## config.mk

```make
export PLATFORM = sky130hd
export DESIGN_NAME = dbg_arb
export DESIGN_NICKNAME = d
export VERILOG_FILES = /design/src/rtl/dbg.sv /design/src/rtl/mcs4.sv /design/src/rtl/dbg_arb.sv
export SDC_FILE = /design/constraint.sdc
export NUM_CORES = 1
export LEC_CHECK = 0
export CAP_MARGIN = 10
export CORE_ASPECT_RATIO = 1.4
export CORE_MARGIN = 1
export CORE_UTILIZATION = 42
export DETAILED_ROUTE_END_ITERATION = 7
export PLACE_DENSITY = 0.8
export SLEW_MARGIN = 20
export SYNTH_ARGS = -nofsm -noshare
export SYNTH_HDL_FRONTEND = slang
export SYNTH_SLANG_ARGS = --single-unit
```

## constraint.sdc

```tcl
create_clock -name clk -period 1.7 [get_ports clk]
set_input_delay 0.34 -clock clk [delete_from_list [all_inputs] [get_ports clk]]
set_output_delay 0.34 -clock clk [all_outputs]
set_load 0.02 [all_outputs]
```

## src/rtl/dbg.sv

```systemverilog
// rtl/dbg.sv - debug bus address types
package dbg;
    typedef enum logic [1:0] {
        SEG_ROM = 2'd0,
        SEG_RAM = 2'd1,
        SEG_IO  = 2'd2,
        SEG_CTL = 2'd3
    } seg_t;

    typedef struct packed {
        seg_t       seg;
        logic [7:0] off;
    } addr_t;
endpackage

```

## src/rtl/mcs4.sv

```systemverilog
// rtl/mcs4.sv - basic data types shared with the MCS-4 core
package mcs4;
    typedef logic [7:0] byte_t;
endpackage

```

## src/rtl/dbg_arb.sv

```systemverilog
// rtl/dbg_arb.sv - round-robin two-port arbiter for the shared debug bus
module dbg_arb #(
    parameter int Timeout_cycles = 15
) (
    input  logic        clk,
    input  logic        rst_n,
    input  logic        m0_req,
    input  logic        m0_wr,
    input  dbg::addr_t  m0_addr,
    input  mcs4::byte_t m0_wdata,
    output logic        m0_gnt,
    output mcs4::byte_t m0_rdata,
    output logic        m0_rdata_vld,
    output logic        m0_err,
    input  logic        m1_req,
    input  logic        m1_wr,
    input  dbg::addr_t  m1_addr,
    input  mcs4::byte_t m1_wdata,
    output logic        m1_gnt,
    output mcs4::byte_t m1_rdata,
    output logic        m1_rdata_vld,
    output logic        m1_err,
    output dbg::addr_t  dbg_addr,
    output logic        dbg_wen,
    output logic        dbg_ren,
    output mcs4::byte_t dbg_wdata,
    input  mcs4::byte_t dbg_rdata,
    input  logic        dbg_rdata_vld,
    output logic        busy
);
    localparam int CntW = $clog2(Timeout_cycles + 1);

    typedef enum logic [1:0] {
        IDLE    = 2'd0,
        ISSUE   = 2'd1,
        WAIT_RD = 2'd2
    } state_t;

    state_t          state_q, state_d;
    logic            owner_q, owner_d;
    logic            last_q, last_d;
    logic            wr_q, wr_d;
    dbg::addr_t      addr_q, addr_d;
    mcs4::byte_t     wdata_q, wdata_d;
    logic [CntW-1:0] cnt_q, cnt_d;
    mcs4::byte_t     rdata0_q, rdata0_d;
    mcs4::byte_t     rdata1_q, rdata1_d;
    logic            rsp_vld_q, rsp_vld_d;
    logic            rsp_err_q, rsp_err_d;

    logic any_req;
    logic winner;
    logic timeout_hit;

    // On a tie the port that did not win last time goes first.
    assign any_req     = m0_req | m1_req;
    assign winner      = (m0_req & m1_req) ? ~last_q : m1_req;
    assign timeout_hit = (cnt_q == CntW'(Timeout_cycles));

    always_ff @(posedge clk or negedge rst_n) begin
        if (!rst_n) begin
            state_q   <= IDLE;
            owner_q   <= 1'b0;
            last_q    <= 1'b1;
            wr_q      <= 1'b0;
            addr_q    <= '0;
            wdata_q   <= '0;
            cnt_q     <= '0;
            rdata0_q  <= '0;
            rdata1_q  <= '0;
            rsp_vld_q <= 1'b0;
            rsp_err_q <= 1'b0;
        end else begin
            state_q   <= state_d;
            owner_q   <= owner_d;
            last_q    <= last_d;
            wr_q      <= wr_d;
            addr_q    <= addr_d;
            wdata_q   <= wdata_d;
            cnt_q     <= cnt_d;
            rdata0_q  <= rdata0_d;
            rdata1_q  <= rdata1_d;
            rsp_vld_q <= rsp_vld_d;
            rsp_err_q <= rsp_err_d;
        end
    end

    always_comb begin
        state_d = state_q;
        case (state_q)
            IDLE:    if (any_req) state_d = ISSUE;
            ISSUE:   state_d = wr_q ? IDLE : WAIT_RD;
            WAIT_RD: if (dbg_rdata_vld || timeout_hit) state_d = IDLE;
            default: state_d = IDLE;
        endcase
    end

    always_comb begin
        owner_d   = owner_q;
        last_d    = last_q;
        wr_d      = wr_q;
        addr_d    = addr_q;
        wdata_d   = wdata_q;
        cnt_d     = cnt_q;
        rdata0_d  = rdata0_q;
        rdata1_d  = rdata1_q;
        rsp_vld_d = 1'b0;
        rsp_err_d = 1'b0;
        case (state_q)
            IDLE: begin
                if (any_req) begin
                    owner_d = winner;
                    last_d  = winner;
                    wr_d    = winner ? m1_wr    : m0_wr;
                    addr_d  = winner ? m1_addr  : m0_addr;
                    wdata_d = winner ? m1_wdata : m0_wdata;
                end
            end
            ISSUE: begin
                cnt_d = CntW'(1);
            end
            WAIT_RD: begin
                // A response arriving on the timeout cycle still counts as good data.
                if (dbg_rdata_vld || timeout_hit) begin
                    rsp_vld_d = 1'b1;
                    rsp_err_d = ~dbg_rdata_vld;
                    if (owner_q) rdata1_d = dbg_rdata_vld ? dbg_rdata : 8'hEE;
                    else         rdata0_d = dbg_rdata_vld ? dbg_rdata : 8'hEE;
                end else begin
                    cnt_d = cnt_q + CntW'(1);
                end
            end
            default: ;
        endcase
    end

    always_comb begin
        busy         = (state_q != IDLE);
        dbg_addr     = addr_q;
        dbg_wdata    = wdata_q;
        dbg_wen      = (state_q == ISSUE) &  wr_q;
        dbg_ren      = (state_q == ISSUE) & ~wr_q;
        m0_gnt       = (state_q == ISSUE) & ~owner_q;
        m1_gnt       = (state_q == ISSUE) &  owner_q;
        m0_rdata     = rdata0_q;
        m1_rdata     = rdata1_q;
        m0_rdata_vld = rsp_vld_q & ~owner_q;
        m1_rdata_vld = rsp_vld_q &  owner_q;
        m0_err       = rsp_err_q & ~owner_q;
        m1_err       = rsp_err_q &  owner_q;
    end
endmodule

```

==> Word level (Yosys, flattened, before mapping) <==
Index checks and enable logic that the tools add are counted.
{ "totals": {"output_inout_bits": 43, "memories": 0, "ram_bits": 0, "in_bits": 51, "latchBits": 0, "elab_cells": 57, "romBits": 0, "ff_bits": 45} }
{ "op_classes": {"add_sub_neg": 1, "n_lt_le_gt_ge": 0, "n_mux": 15, "n_eq_ne": 6, "n_reduce_logical": 9, "div": 0, "n_bitwise": 14, "shift": 0, "n_mul": 0} }
{ "ops": {"columns": ["cell", "n"], "rows": [
  ["$mux 8", 2],
  ["$mux 10", 1],
  ["$and 1x1->1", 9],
  ["$pmux 4 s2", 1],
  ["$mux 1", 6],
  ["$mux 2", 3],
  ["$ne 2x2->1 const B", 3],
  ["$pmux 2 s3", 1],
  ["$reduce_and 2->1", 3],
  ["$reduce_and 3->1", 2],
  ["$add 4x1->4 const B", 1],
  ["$eq 4x4->1 const B", 1],
  ["$mux 4", 1],
  ["$not 1->1", 4],
  ["$reduce_bool 2->1", 2],
  ["$eq 2x1->1 const B", 1],
  ["$eq 2x2->1 const B", 1],
  ["$logic_not 2->1", 1],
  ["$logic_or 1x1->1", 1],
  ["$or 1x1->1", 1]
]} }

==> Logic depth before layout (Yosys ltp) <==
{ "logic_depth": {"depth_word": 4, "ltp_mapped": 5, "mapped_depth_nobuf": 4} }

==> Worst setup path before layout <==
Ideal clock, no wire load.
{ "synth_timing": {"kind": "reg2reg", "start": "reg last_q", "end": "reg addr_q, in the netlist dbg_addr[0]", "t_required_ns": 1.575, "arrival_time_ns": 1.278, "setup_slack_ns": 0.297, "setup_ns": 0.125, "stages_incl_launch_ff": 5, "path_cell_list": "dfstp_2 > a21boi_2 > buf_6 > mux2_4 > mux2_2"} }
{ "synth_between": {"elab_chain_len": 3} }
{ "synth_lines": {"columns": ["item", "line", "rtl"], "rows": [
  ["start: declaration", "dbg_arb.sv:41", "logic last_q, last_d;"],
  ["start signal: assignment", "dbg_arb.sv:76", "last_q <= last_d;"],
  ["$not 1->1", "dbg_arb.sv:57", "assign winner = (m0_req & m1_req) ? ~last_q : m1_req;"],
  ["$mux 1", "dbg_arb.sv:57", null],
  ["$mux 10", "dbg_arb.sv:115", "addr_d = winner ? m1_addr : m0_addr;"],
  ["end signal: assignment", "dbg_arb.sv:78", "addr_q <= addr_d;"],
  ["end: declaration", "dbg_arb.sv:43", "dbg::addr_t addr_q, addr_d;"]
]} }
Every way passes these cells.
A chain may end at the register's enable or synchronous reset.

==> Final worst setup path <==
{ "layout_timing": {"start": "in m1_req", "end": "reg addr_q, in the netlist dbg_addr[8]"} }
{ "layout_between": {"elab_chain_len": 3, "elab_cells_between_ends": 5} }
{ "layout_lines": {"columns": ["item", "line", "rtl"], "rows": [
  ["start: declaration", "dbg_arb.sv:15", "input logic m1_req,"],
  ["$and 1x1->1", "dbg_arb.sv:57", null],
  ["$mux 1", "dbg_arb.sv:57", null],
  ["$mux 10", "dbg_arb.sv:115", null]
]} }
Parallel ways exist; a longest one is shown, timed or not.

==> results.md <==
- Portion of synthesized cell area occupied by the leading cell type: between 50% and 60%
- Share of the core filled with cells in the final layout: 68.9%
- I/O Pins: 94
- Sequential element share of the synthesized area: ~50%
- Total wire length: 4.66 mm
- Overall routing resource usage: 18.4%
- Total placed instance area: 3300 µm²
- Number of antenna violations at the first check in global routing: 0
- Highest clock frequency the design can meet: 614 MHz
- Final setup fails: 0
- Type of destination of the critical path: register
- Detailed-route wire length on metal 1: around 1.7 mm
- Die Wd: around 63 µm
- Worst Path Arrival: 1810 ps
- Largest delay share family, worst path: buffers and inverters
- Yosys cell types: 37
- Largest fanout on the critical path: 15
- Max Cap Violations: 0
- Transition time at the pin with the least slew margin: 316 ps
- CTS sink count: between 40 and 50
- Class of the most critical hold timing path: in -> async
- Cts bufs inserted: 5
- Met3 WL post-DR: 298 µm
- Routed WL per cell: approximately 14 µm
- Synthesized area per cell: ~13 µm²
- Total count of hold-check failures in the final report: 0
- Vias: 1741
- Number of standard cells in the layout, taps in and fillers out: 341
- Unrepaired setup endpoints after global routing: false
- DRC Markers: 0
- Source of the worst register-to-register timing path: state_q[0]$_DFFE_PN0P_
- LEAKAGE: 1.48 nW
- Number of buffers and inverters on the critical path: 2
- Crit path launch type: input port
- Number of warnings reported in the yosys synthesis log: 0
- Area of the die: between 5000 and 6000 µm²
- Via count of the first global-routing pass: 1810
- H-tree lvl count: 2
- Number of fill cells: 393
- Final total negative setup slack: 0 ps
- Initial core utilization: 44.3%
- Number of instances in the synthesized netlist: 166
- Power density over cell area: 1680 nW/µm²
- Skew final: ~5.4 ps
- Per-cell via count in the routed design: 5.11
- Cell type with the highest aggregate area in the netlist: sky130_fd_sc_hd__dfrtp_1
- Stages on worst setup path: 5
- Root cell of the clock tree: sky130_fd_sc_hd__clkbuf_8
- Period Utilization, post-route: 95.9%
- HPWL after DPL: 3.72 mm
- Run status: completed
- Max Slew Vio Count: 0
- Top cells by area in the synthesized netlist: sky130_fd_sc_hd__dfrtp_1, sky130_fd_sc_hd__mux2_4, sky130_fd_sc_hd__mux2_2
- Drt first pass iters: 4
- Row cnt: 30
- Die Y: 87.6 µm
- Slew HR: 78.9%
- Worst Hold Margin: 378 ps
- Cell count of the worst reg-to-reg path: 5
- Share of cells above drive strength 1: 27.8%
- DRC marker count from the first detailed-route iteration: 41
- Cell Chain, Critical Path: clkdlybuf4s50_1 > a21boi_4 > buf_12 > mux2_4 > mux2_2
- Post-placement cell count: 332
- Critical Path Max Stage Delay: 490 ps
- Sum of overflow across all layers after global routing: 0
- RR Endpoint: dbg_addr[8]$_DFFE_PN0P_
- Critical Path Start: m1_req
- Post-synthesis to final-layout area growth: 55.3%
- Clock period minus final worst setup slack: between 1500 and 2000 ps
- Latest clock arrival within the worst-skew pair: 290 ps
- Reg clk slew, reported paths: 80 ps
- Type of the worst setup path: in -> reg
- Final GP Congestion: 0.756
- Maximum number of pins on one net before global-route repair: 25
- Top routing layer in use: met4
- Core Area: 4950 µm²
- Final instance area: 3410 µm²
- Peak VDD IR: about 0.00086 V
- First-pass GRT wire length: 7.87 mm
- Internal reg-to-reg setup slack: 180 ps
- Flop and latch count out of synthesis: 45
- Critical Path Slowest Stage Cell: sky130_fd_sc_hd__clkdlybuf4s50_1
- Net total in the final layout: 328
- Critical path data required time: 1880 ps
- CP Capture Point: dbg_addr[8]$_DFFE_PN0P_
- Diodes inserted: 0
- Buffers from clock root to sink, at most: 2
- Antenna Violating Nets Remaining: 0
- Mapped Area: 2200 µm²
- Detailed-routed wire length on met2: 2.52 mm
- Count of buffers added by post-CTS timing repair for setup: 0
- TritonCTS clock tree: yes
- Port-buffer cells: 93
- Post-synth net total: 218
## timing repair
item | in CTS | in global routing
endpoints found under the hold margin | 2 | 0
setup endpoints to repair | 9 | 5
hold buffers | 1 | 0
resized for setup | 15 | 6
pin swaps | 0 | 0
## cells in the mapped netlist, drive strengths merged
library cell  number
dfrtp             44
a21oi              2
inv                3
and2               5
or2                1
clkbuf             1
a211oi             1
nand3              3
nand2              6
nor2b              2
a32o               2
dfstp              1
o21a               1
nor3               2
mux2              38
and2b              2
a221o              1
a2bb2oi            6
nand3b             1
o32a               6
nor3b              3
mux2i              1
buf                8
nor2              12
a21boi             1
a31oi              3
nand2b             2
o21ai              6
or3b               1
ha                 1
## where the power goes
part | switching, W | internal, W
Sequential | 0.000291 | 0.00158
Combinational | 0.00132 | 0.00161
Clock | 0.000362 | 0.000584
Total | 0.00197 | 0.00377
## layer usage
metal	GRT usage, %	vias up
met5	0	-
met4	7.19	0
met3	5.99	10
met2	33.6	73
met1	19.4	826
li1	-	832
## through the flow
step	total power, W	worst slack (ps)
2_1_floorplan	0.00351	297
3_3_place_gp	0.00484	-201
3_5_place_dp	0.00490	-245
4_1_cts	0.00584	0.670
5_1_grt	0.00607	29.9
6_report	0.00574	70.2
## sequential cells by signal (all words and copies together) (netlist names)
signal and count:
cnt_q 4, dbg_addr 10, dbg_wdata 8, last_q 1, m0_rdata 8, m1_rdata 8, owner_q 1, rsp_err_q 1
rsp_vld_q 1, state_q 2, wr_q 1
## layout by cell type, fill, tap and decap left out, types with 2 or more instances in the layout
cell type | netlist | final
sky130_fd_sc_hd__buf_2 | 2 | 2
sky130_fd_sc_hd__o21ai_0 | 6 | 6
sky130_fd_sc_hd__dlygate4sd2_1 | 0 | 4
sky130_fd_sc_hd__a21oi_1 | 2 | 2
sky130_fd_sc_hd__nand3_1 | 3 | 3
sky130_fd_sc_hd__nor3_1 | 2 | 2
sky130_fd_sc_hd__mux2_4 | 19 | 19
sky130_fd_sc_hd__dfrtp_1 | 44 | 43
sky130_fd_sc_hd__clkdlybuf4s50_1 | 0 | 83
sky130_fd_sc_hd__a31oi_1 | 3 | 3
sky130_fd_sc_hd__nand2_1 | 6 | 6
sky130_fd_sc_hd__buf_12 | 0 | 2
sky130_fd_sc_hd__and2_1 | 5 | 5
sky130_fd_sc_hd__buf_4 | 2 | 16
sky130_fd_sc_hd__clkbuf_8 | 0 | 5
sky130_fd_sc_hd__nand2b_1 | 2 | 2
sky130_fd_sc_hd__a32o_1 | 2 | 2
sky130_fd_sc_hd__inv_1 | 3 | 3
sky130_fd_sc_hd__o32a_1 | 6 | 6
sky130_fd_sc_hd__bufinv_16 | 0 | 2
sky130_fd_sc_hd__nor2_1 | 11 | 11
sky130_fd_sc_hd__mux2_2 | 19 | 19
sky130_fd_sc_hd__nor2b_1 | 2 | 2
sky130_fd_sc_hd__a2bb2oi_1 | 6 | 6
sky130_fd_sc_hd__clkbuf_2 | 0 | 4
## worst min-delay path by stage
stage,to,slack (ps)
CTS,cnt_q[0]$_DFFE_PN0P_,370
global route,cnt_q[1]$_DFFE_PN0P_,370
detailed placement,cnt_q[1]$_DFFE_PN0P_,150
floorplan,cnt_q[0]$_DFFE_PN0P_,40
global placement,cnt_q[0]$_DFFE_PN0P_,150
finish,cnt_q[1]$_DFFE_PN0P_,380
## cell type report
class | instances | area [µm²] | area share (%)
Tap cell | 64 | 80.1 | 2.35
Clock buffer | 5 | 68.8 | 2.02
Sequential cell | 45 | 1130 | 33.1
Multi-Input combinational cell | 109 | 992 | 29.1
Clock inverter | 3 | 65.1 | 1.91
Timing Repair Buffer | 112 | 1070 | 31.2
Inverter | 3 | 11.3 | 0.330
## logic make-up after synthesis
kind of cell	share of synthesized area, %
adders and majority gates	0.569
AOI/OAI and AO/OA	10.4
and+or+nand+nor	10.7
buffers and inverters	3.87
DFF	51.3
muxes	23.2
Power figures use the tool's default switching activity.
